===== config.mk =====
export PLATFORM = sky130hd
export DESIGN_NAME = if_fetch_unit
export DESIGN_NICKNAME = d
export VERILOG_FILES = /design/src/rtl/if_fetch_unit.sv
export SDC_FILE = /design/constraint.sdc
export NUM_CORES = 1
export LEC_CHECK = 0
export ABC_CLOCK_PERIOD_IN_PS = 3600
export BUFFER_PORTS_ARGS = -buffer_cell sky130_fd_sc_hd__buf_2
export CORE_MARGIN = 2
export CORE_UTILIZATION = 51
export CTS_BUF_LIST = sky130_fd_sc_hd__clkbuf_8
export CTS_CLUSTER_SIZE = 25
export DETAILED_ROUTE_END_ITERATION = 16
export PLACE_DENSITY = 0.9
export SETUP_SLACK_MARGIN = 0.3
export SYNTH_ARGS = -nofsm -noshare
export SYNTH_HDL_FRONTEND = slang
export SYNTH_SLANG_ARGS = --single-unit

===== constraint.sdc =====
create_clock -name CLK -period 3.6 [get_ports CLK]
set_input_delay 0.18 -clock CLK [delete_from_list [all_inputs] [get_ports CLK]]
set_output_delay 0.18 -clock CLK [all_outputs]
set_load 0.02 [all_outputs]

===== src/rtl/if_fetch_unit.sv =====
// Instruction-fetch stage: owns the PC, next-PC selection, IMEM handshake
// and redirect latching with wrong-path squash toward the IF/ID register.
module if_fetch_unit #(
    parameter logic [31:0] RESET_PC = 32'h0000_0000,
    parameter int unsigned PC_INC   = 4
) (
    input  logic        CLK,
    input  logic        RESET,
    input  logic        HOLD,
    input  logic        MEM_BUSYWAIT,
    input  logic        BRANCH_TAKEN,
    input  logic [31:0] BRANCH_TARGET,
    input  logic [31:0] IMEM_READDATA,
    input  logic        IMEM_BUSYWAIT,
    output logic        IMEM_READ,
    output logic [31:0] IMEM_ADDRESS,
    output logic [31:0] PC_IF,
    output logic [31:0] INSTRUCTION_IF,
    output logic        REDIRECT_PENDING,
    output logic [31:0] FETCH_COUNT
);

    typedef enum logic {BOOT, FETCH} state_t;

    state_t      state, state_nxt;
    logic [31:0] pc, pc_nxt;
    logic        pend_valid, pend_valid_nxt;
    logic [31:0] pend_target, pend_target_nxt;
    logic [31:0] fetch_count, fetch_count_nxt;
    logic [31:0] branch_addr;
    logic        in_fetch;
    logic        adv;
    logic        instr_ok;

    assign branch_addr = BRANCH_TARGET & 32'hFFFF_FFFC;
    assign in_fetch    = (state == FETCH);
    assign adv         = in_fetch & ~IMEM_BUSYWAIT & ~MEM_BUSYWAIT & ~HOLD;
    // A word is only real if no redirect is in flight or pending.
    assign instr_ok    = in_fetch & ~IMEM_BUSYWAIT & ~pend_valid & ~BRANCH_TAKEN;

    always_ff @(posedge CLK or posedge RESET) begin
        if (RESET) begin
            state       <= BOOT;
            pc          <= RESET_PC;
            pend_valid  <= 1'b0;
            pend_target <= 32'd0;
            fetch_count <= 32'd0;
        end else begin
            state       <= state_nxt;
            pc          <= pc_nxt;
            pend_valid  <= pend_valid_nxt;
            pend_target <= pend_target_nxt;
            fetch_count <= fetch_count_nxt;
        end
    end

    always_comb begin
        state_nxt       = state;
        pc_nxt          = pc;
        pend_valid_nxt  = pend_valid;
        pend_target_nxt = pend_target;
        fetch_count_nxt = fetch_count;
        IMEM_READ       = 1'b0;
        unique case (state)
            BOOT: begin
                state_nxt = FETCH;
            end
            FETCH: begin
                IMEM_READ = 1'b1;
            end
            default: begin
                state_nxt = BOOT;
            end
        endcase
        if (adv) begin
            pend_valid_nxt = 1'b0;
            if (BRANCH_TAKEN) begin
                pc_nxt = branch_addr;
            end else if (pend_valid) begin
                pc_nxt = pend_target;
            end else begin
                pc_nxt = pc + 32'(PC_INC);
            end
            if (instr_ok) begin
                fetch_count_nxt = fetch_count + 32'd1;
            end
        end else if (BRANCH_TAKEN) begin
            // Latest redirect wins while stalled.
            pend_valid_nxt  = 1'b1;
            pend_target_nxt = branch_addr;
        end
    end

    assign IMEM_ADDRESS     = pc;
    assign PC_IF            = pc;
    assign REDIRECT_PENDING = pend_valid;
    assign FETCH_COUNT      = fetch_count;
    assign INSTRUCTION_IF   = instr_ok ? IMEM_READDATA : 32'd0;

endmodule


* Yosys cells after proc, flatten, opt, wreduce, memory -nomap -nowiden
Cells that the tools add are included.
Word-level totals: flip-flop bits (word level) 96, input port bits 70, output and inout port bits 130, word-level logic and storage cells 27
Cells by class: add/subtract/negate cells 2, mux-type cells 6, bitwise gates (word level) 11, reduce and logical (&&, ||, !) cells 3
Operators with widths (count):
- 32-bit two-way mux | 3
- 32-bit by 1-bit adder with 32-bit output (second input constant) | 1
- 32-bit by 3-bit adder with 32-bit output (second input constant) | 1
- 1-bit inverter | 6
- 1-bit AND | 5
- 2-bit AND reduction | 2
- 1-bit two-way mux | 3
- 2-bit nonzero test | 1

* Depth between registers and ports, before layout
Gate-level depths: netlist (run 1).
depth after elaboration 6, depth in mapped cells 7, mapped depth without buffers 6

* Least setup slack after synthesis (run 1)
No wires, ideal clock.
path kind register to register, start point reg state (netlist: in_fetch), end point reg fetch_count[29] (netlist: FETCH_COUNT[29]), library setup time 0.129 ns, arrival 1.984 ns, required time 3.471 ns, path slack 1.487 ns, stages on the path, launching flop included 7, buffers on the path 1, clock period less this slack 2.113 ns, cells stage by stage dfrtp_1 or4b_1 buf_2 or3_4 nor3_4 nand4_1 xnor2_1
On the way: word-level cells in the longest chain between the ends 4, elaborated cells on any way between the ends 6, classes of those cells bitwise (5); reduce/logical (1)
Ends and longest elaborated chain:
- start: declaration | RTL line 25 | state_t state, state_nxt;
- start signal: assignment | RTL line 49 | state <= state_nxt;
- 1-bit AND (*) | RTL line 37, 39
- 1-bit AND, on equally long branches (2 in series) | RTL line 37, 39
- 2-bit AND reduction (no source line) (*)
- end signal: assignment | RTL line 53 | fetch_count <= fetch_count_nxt;
- end: declaration | RTL line 29 | logic [31:0] fetch_count, fetch_count_nxt;
Mark *: on every way between the ends. The rest lies on a longest branch, timed or not. A chain may end at the register's enable or synchronous reset.

* Worst setup path in the final report (run 1)
start point reg pc[2] (netlist: IMEM_ADDRESS[2]), end point reg pc[28] (netlist: IMEM_ADDRESS[28])
On the way: word-level cells in the longest chain between the ends 3
Ends and longest elaborated chain:
- start: declaration | RTL line 26 | logic [31:0] pc, pc_nxt;
- start signal: assignment | RTL line 50 | pc <= pc_nxt;
- 32-bit by 3-bit adder with 32-bit output | RTL line 82 | pc_nxt = pc + 32'(PC_INC);
- 32-bit two-way mux | RTL line 79 | end else if (pend_valid) begin
- 32-bit two-way mux | RTL line 77 | if (BRANCH_TAKEN) begin
No other way between the ends.

==> impl_results.md, run 1 <==
- Post_cts resized: 0
- #FFs+latches synth: 94
- Share of cells above drive strength 1: 0.347
- FF-to-FF Start: IMEM_ADDRESS[2]
- First-pass detailed-route iteration total: 5
- Clk pin slew, worst setup/hold paths: 100 ps
- Worst r2r path cells: 6
- Maximum clock rate: approximately 400 MHz
- Clk Latency, worst-skew pair: approximately 370 ps
- Die area: 0.0114 mm2
- Dpl hpwl: 10,200 um
- Final hold slack: -34.7 ps
- Final Hold Violating Endpoints: 32
- Initial antenna violation count: 0
- Violated checks: negative hold slack
- Die X: about 110 um
- Post-Syn Area: 0.00537 mm2
- WL final: 14,900 um
- H-tree Lvls: 3
- Max transition margin: 0.409
- Sequential fraction of the synthesis area: 0.438
- Most Used Layer, Global Route: met2
- Max-cap violations: 0
- Reg2reg setup slack: about 1100 ps
- Top-count cell post-synth: dfrtp_1
- Final ANT Viol Nets: 0
- Met3 Track Usage GR: 0.0529
- Cell Rows: 37
- Drt drc: 0
- IO buf count: just under 200
- Largest net degree at the start of global routing: 66
- CTS Buffer Depth: 2
- Top cells by area, synth: dfrtp_1 (44%), mux2_2 (5.9%), buf_4 (4.8%)
- Post-synth top area share: 0.438
- Post-route minimum period: about 2500 ps
- Root Driver: clkbuf_8
- Area growth syn-to-layout: 20.3%
- WP data arrival: between 2000 and 3000 ps
- Total CTS buffers: 9
- Top_reg_cell synth: dfrtp_1
- Vias in the first global route: 4,670
- Mapped Cells: 576
- Vias after detailed routing: slightly below 5,000
- Asr flop ratio synth: 1.00
- Number of buffers added for setup after CTS: 0
- Starting Density: 0.522
- GRT Util Overall: 0.259
- Ys Warns: 0
- Avg Inst Size Synth: ~9.3 um2
- Via/cell ratio: around 5.7
- # clock sinks: between 90 and 100
- Final Skew: about 14 ps
- Core Area: 0.0103 mm2
- DRT iter0 DRCs: 475
- Critical Path Sink Type: flop
- Crit Reg-Reg Endpoint: IMEM_ADDRESS[28]
- First-pass GRT wire length: between 20,000 and 25,000 um
- CTS tree: yes
- WS Path Type: reg2reg
- Unrepaired setup endpoints after global routing: no
- Routing usage on met1: 0.346
- Ports: 200
- PD cells: roughly 460 mW/mm2
- Die H: around 110 um
- Hold Crit Class: in2async
- Critical Path RT: a little under 4000 ps
- GR Overflow Total: 0
- Count of cell types in the netlist: 55
- Leakage power: 3.25 nW
- Final worst-path cycle share: 0.707
- CP Launch Type: flop
- Setup ws final: around 1100 ps
- # hold bufs at CTS: 0
- Met2 GRT Util: 0.432
- Cell taking the most area after synthesis: dfrtp_1
- Placer congestion estimate: approximately 0.86
- Pre-CTS setup slack: roughly 1100 ps
- Worst Max-Slew Pin Slew: between 800 and 900 ps
- TNS Setup: 0 ps
- Status: finished with violations
- Routed len/inst: approximately 17 um
- Synth cell count leaders: dfrtp_1 (94), nand2_1 (46), o21ai_0 (42)
- Final Max Tran Viols: 0
- Final setup viols: 0
- Crit Path Max Fanout: 12
- Number of flops mapped to enable cells by yosys: 0
- Peak VDD IR: between 0.0003 and 0.0004 V
- Nets: about 800
==> cell usage in the layout, fill, tap and decap left out, drive strengths merged, types with 4 or more instances in the layout <==
| cell | n |
|---|---|
| buf | 200 |
| dfrtp | 94 |
| nand2 | 46 |
| o21ai | 42 |
| nor2 | 35 |
| and2 | 32 |
| mux2 | 28 |
| xnor2 | 27 |
| a21oi | 26 |
| nand3 | 22 |
| nand4 | 20 |
| and3 | 18 |
| nor3 | 14 |
| inv | 14 |
| xor2 | 13 |
| clkbuf | 11 |
| a31oi | 8 |
| and4 | 6 |
| mux2i | 6 |
| conb | 5 |
| a221oi | 4 |
| o211ai | 4 |
| a41oi | 4 |
| a22oi | 4 |
==> stage by stage <==
step	util	total power, mW	hold WS (ps)	cell area (um2)	cells
after floorplan	-	1.93	331	5380	579
after global placement	0.603	2.09	395	6200	849
after detailed placement	0.603	2.13	407	6200	849
after CTS	0.628	3.00	6.12	6460	865
after global routing	0.628	3.12	31.9	6460	865
final	0.629	2.99	-34.7	6460	866
==> power by group <==
part | switching (mW) | internal (mW) | total, mW | leakage (nW)
clock network | 0.383 | 0.500 | 0.883 | 0.122
logic | 0.480 | 0.286 | 0.766 | 1.95
registers | 0.168 | 1.18 | 1.35 | 1.18
==> per-layer routing <==
layer	up-vias	share of wire
met1	2406	0.42
met2	225	0.50
met5	-	0
met4	0	0.015
li1	2303	-
met3	25	0.065
==> kinds of logic after synthesis <==
kind of cell | count (synthesis) | synth area share
AND/OR/NAND/NOR | 209 | 0.207
adder cells (fa/ha/maj) | 2 | 0.00466
multiplexers | 34 | 0.0699
other | 2 | 0.00140
AO/OA/AOI/OAI | 115 | 0.133
XOR/XNOR | 40 | 0.0653
buffers and inverters | 80 | 0.0806
flip-flops | 94 | 0.438
==> state kept, by name, indices dropped and copies added, names as in the netlist <==
signal and flops:
FETCH_COUNT 32, IMEM_ADDRESS 30, REDIRECT_PENDING 1, in_fetch 1, pend_target 30
==> worst max path at each step <==
stage                         start          endpoint
floorplan                     RESET    FETCH_COUNT[0]
finish              IMEM_ADDRESS[2]  IMEM_ADDRESS[28]
global placement      IMEM_BUSYWAIT   FETCH_COUNT[29]
global route        IMEM_ADDRESS[2]  IMEM_ADDRESS[28]
CTS                 IMEM_ADDRESS[2]  IMEM_ADDRESS[28]
detailed placement    IMEM_BUSYWAIT   FETCH_COUNT[29]
==> area by class of cell <==
cell class,count,area (um2)
well taps,136,170
clock buffers,11,151
clock inverters,5,105
diodes,1,2.50
repair buffers,200,1020
fillers,871,3820
flip-flops and latches,94,2350
multi-input cells,405,2610
inverters,14,55.1
==> worst max-delay path: stages, from the launching register on <==
cell     delay [ps]
dfrtp_1         470
ha_1            220
nand3_1         280
nor2_1          760
nand4_1         260
mux2i_1         180
a211o_1         270
Note: power is estimated with default switching activity, not from simulation.
==> run 2, diff against run 1 <==
--- a/config.mk
+++ b/config.mk
@@ -5,14 +5,14 @@
 export SDC_FILE = /design/constraint.sdc
 export NUM_CORES = 1
 export LEC_CHECK = 0
-export ABC_CLOCK_PERIOD_IN_PS = 3600
+export ABC_CLOCK_PERIOD_IN_PS = 2210
 export BUFFER_PORTS_ARGS = -buffer_cell sky130_fd_sc_hd__buf_2
 export CORE_MARGIN = 2
-export CORE_UTILIZATION = 51
+export CORE_UTILIZATION = 46
 export CTS_BUF_LIST = sky130_fd_sc_hd__clkbuf_8
 export CTS_CLUSTER_SIZE = 25
 export DETAILED_ROUTE_END_ITERATION = 16
-export PLACE_DENSITY = 0.9
+export PLACE_DENSITY = 0.86
 export SETUP_SLACK_MARGIN = 0.3
 export SYNTH_ARGS = -nofsm -noshare
 export SYNTH_HDL_FRONTEND = slang
==> constraint.sdc (replaced) <==
create_clock -name CLK -period 2.21 [get_ports CLK]
set_input_delay 0.1105 -clock CLK [delete_from_list [all_inputs] [get_ports CLK]]
set_output_delay 0.1105 -clock CLK [all_outputs]
set_load 0.02 [all_outputs]
==> run 2 against run 1 <==
  * The flow now finishes without violations
  * Setup slack lost 880 ps
  * Combinational power grew 88%
  * Worst hold slack gained 50 ps
  * Largest cell class unchanged
  * Sequential power grew 61%
  * Count of clock-buffer cells in the layout shrank 2
  * Critical path type is now reg2out
==> impl_results.md, run 2 (synthesis results as in run 1) <==
- Status: completed
- Die area: 0.0126 mm2 (+10%)
- Final setup viols: 0 (unchanged)
- Area growth syn-to-layout: 41.5%
- M1 WL: 6990 um (+11%)
- Root Driver: clkbuf_8
- Cell mode on critical path: buf_6
- Final Max Tran Viols: 0 (unchanged)
- Hold Crit Class: in2reg
- Share of cells above drive strength 1: 0.449 (+0.102)
- Final Hold Violating Endpoints: 0 (-100%)
- Final ANT Viol Nets: 0 (unchanged)
- Final Power: 5.10 mW (+70%)
- IO buf count: 193 (unchanged)
- Maximum clock rate: 491 MHz
- Worst Max-Slew Pin Slew: 598 ps (-289 ps)
- Clk pin slew, worst setup/hold paths: 90 ps (about the same)
- Die H: 112 um (+5.1%)
- Die X: 112 um (+5.1%)
- Cell Rows: 39 (+5.4%)
- Critical Path Sink Type: output pin
- Via/cell ratio: 5.62 (-1.9%)
- First-pass GRT wire length: 26,100 um (+11%)
- Final hold slack: 15.8 ps (+50.5 ps)
- Met2 wire len: 8500 um (+15%)
- Slowest cell on crit path: dfrtp_1
- WS Path Type: reg2out
- Slowest Stage Delay on Critical Path: 400 ps (-360 ps)
- Nets: 867 (+8.9%)
- CP Launch Type: flop
- Dpl hpwl: 10,400 um (+1.7%)
- Drt drc: 0 (unchanged)
- Final worst-path cycle share: 0.921
- GR Overflow Total: 0 (unchanged)
- Core Area: 0.0114 mm2 (+11%)
- Vias after detailed routing: 5,297 (+6.8%)
- CP cell instances: or2_4, buf_8, nor3b_4, buf_6, and2_4, buf_6
- H-tree Lvls: 3 (unchanged)
- Initial antenna violation count: 0 (unchanged)
- Placer congestion estimate: 0.848 (-1.2%)
- ANT cells: 0 (-1)
- Largest net degree at the start of global routing: 53 (-20%)
- GRT Util Overall: 0.258 (-0.00102)
- Uppermost layer routed: met4
- Met3 wire len: 1170 um (+21%)
- Most common cell after layout, fill and taps aside: buf_2
- WP data arrival: 1930 ps (-860 ps)
- Critical Path RT: 2100 ps (-1750 ps)
- Final Skew: 8.47 ps (-5.90 ps)
- Total CTS buffers: 9 (unchanged)
- WL final: 16,900 um (+14%)
- Most frequent cells in the layout: buf_2 (161), dfrtp_1 (83), nand2_1 (43)
- Unrepaired setup endpoints after global routing: yes
- # clock sinks: 94 (unchanged)
- Peak VDD IR: 0.000541 V (+68%)
- Vias in the first global route: 5,126 (+9.8%)
- Finished Core Util: 0.665 (+0.0368)
- First-pass detailed-route iteration total: 6 (+1)
- Max transition margin: 0.601 (+0.192)
- Fill cells: 883 (+1.4%)
- Ports: 200 (unchanged)
- Max-cap violations: 0 (unchanged)
- Leakage power: 3.72 nW (+15%)
- CTS tree: yes
- TNS Setup: 0 ps (unchanged)
- CTS Buffer Depth: 2 (unchanged)
- Clk Latency, worst-skew pair: 380 ps (about the same)
- PD cells: 671 mW/mm2 (+45%)
- Post-route minimum period: roughly 2000 ps
- DRT iter0 DRCs: 373 (-21%)
- Crit Path Max Fanout: 8 (-4)
- Largest register FFs: 32 (unchanged)
- Starting Density: 0.470 (-0.0522)
- Routed len/inst: 18.0 um (+4.6%)
[run 2: worst paths after layout]
path | cells after the start | from | slack (ps) | end
min in group asynchronous | 3 | RESET | 290 | FETCH_COUNT[12]
max in group asynchronous | 4 | RESET | 1230 | FETCH_COUNT[7]
min | 3 | BRANCH_TARGET[29] | 20 | pend_target[29]
min reg2reg | 1 | FETCH_COUNT[31] | 480 | FETCH_COUNT[31]
max reg2reg | 5 | in_fetch | 230 | FETCH_COUNT[29]
max | 6 | REDIRECT_PENDING | 170 | INSTRUCTION_IF[30]
[run 2: metrics by stage]
stage | setup slack (ps) | cell area [um2] | cells
2_1_floorplan | 211 | 5420 | 579
3_3_place_gp | 257 | 6380 | 872
3_5_place_dp | 195 | 6380 | 872
4_1_cts | 218 | 7380 | 931
5_1_grt | 122 | 7600 | 943
6_report | 174 | 7600 | 943
[run 2: worst max-delay path: cells and delay by family, from the launching register on]
family	cells	cell delay [ps]
flops	1	400
simple gates	3	710
buf+inv	3	450
[run 2: power breakdown]
group	internal, mW	switching, mW
clock	0.862	0.625
combinational	0.578	0.859
sequential	1.92	0.257
[run 2: timing repair]
action,4_1_cts,5_1_grt
hold buffers,28,0
pin swaps,29,16
resized for setup,105,34
hold endpoints to repair,44,0
gates cloned,4,0
endpoints found under the setup margin,77,64
buffers inserted,11,12
[run 2: layer usage]
layer,vias to the layer above,GRT usage
met1,2573,0.343
met4,0,0.0618
met5,-,0
met2,259,0.442
li1,2438,-
met3,27,0.0475
[run 2: area by class of cell]
class	count	area, um2	share of cell area
Multi-Input combinational cell	405	2810	0.370
Timing Repair Buffer	271	1920	0.253
Inverter	14	60.1	0.00790
Tap cell	143	179	0.0235
Clock inverter	7	138	0.0181
Clock buffer	9	124	0.0163
Sequential cell	94	2370	0.311
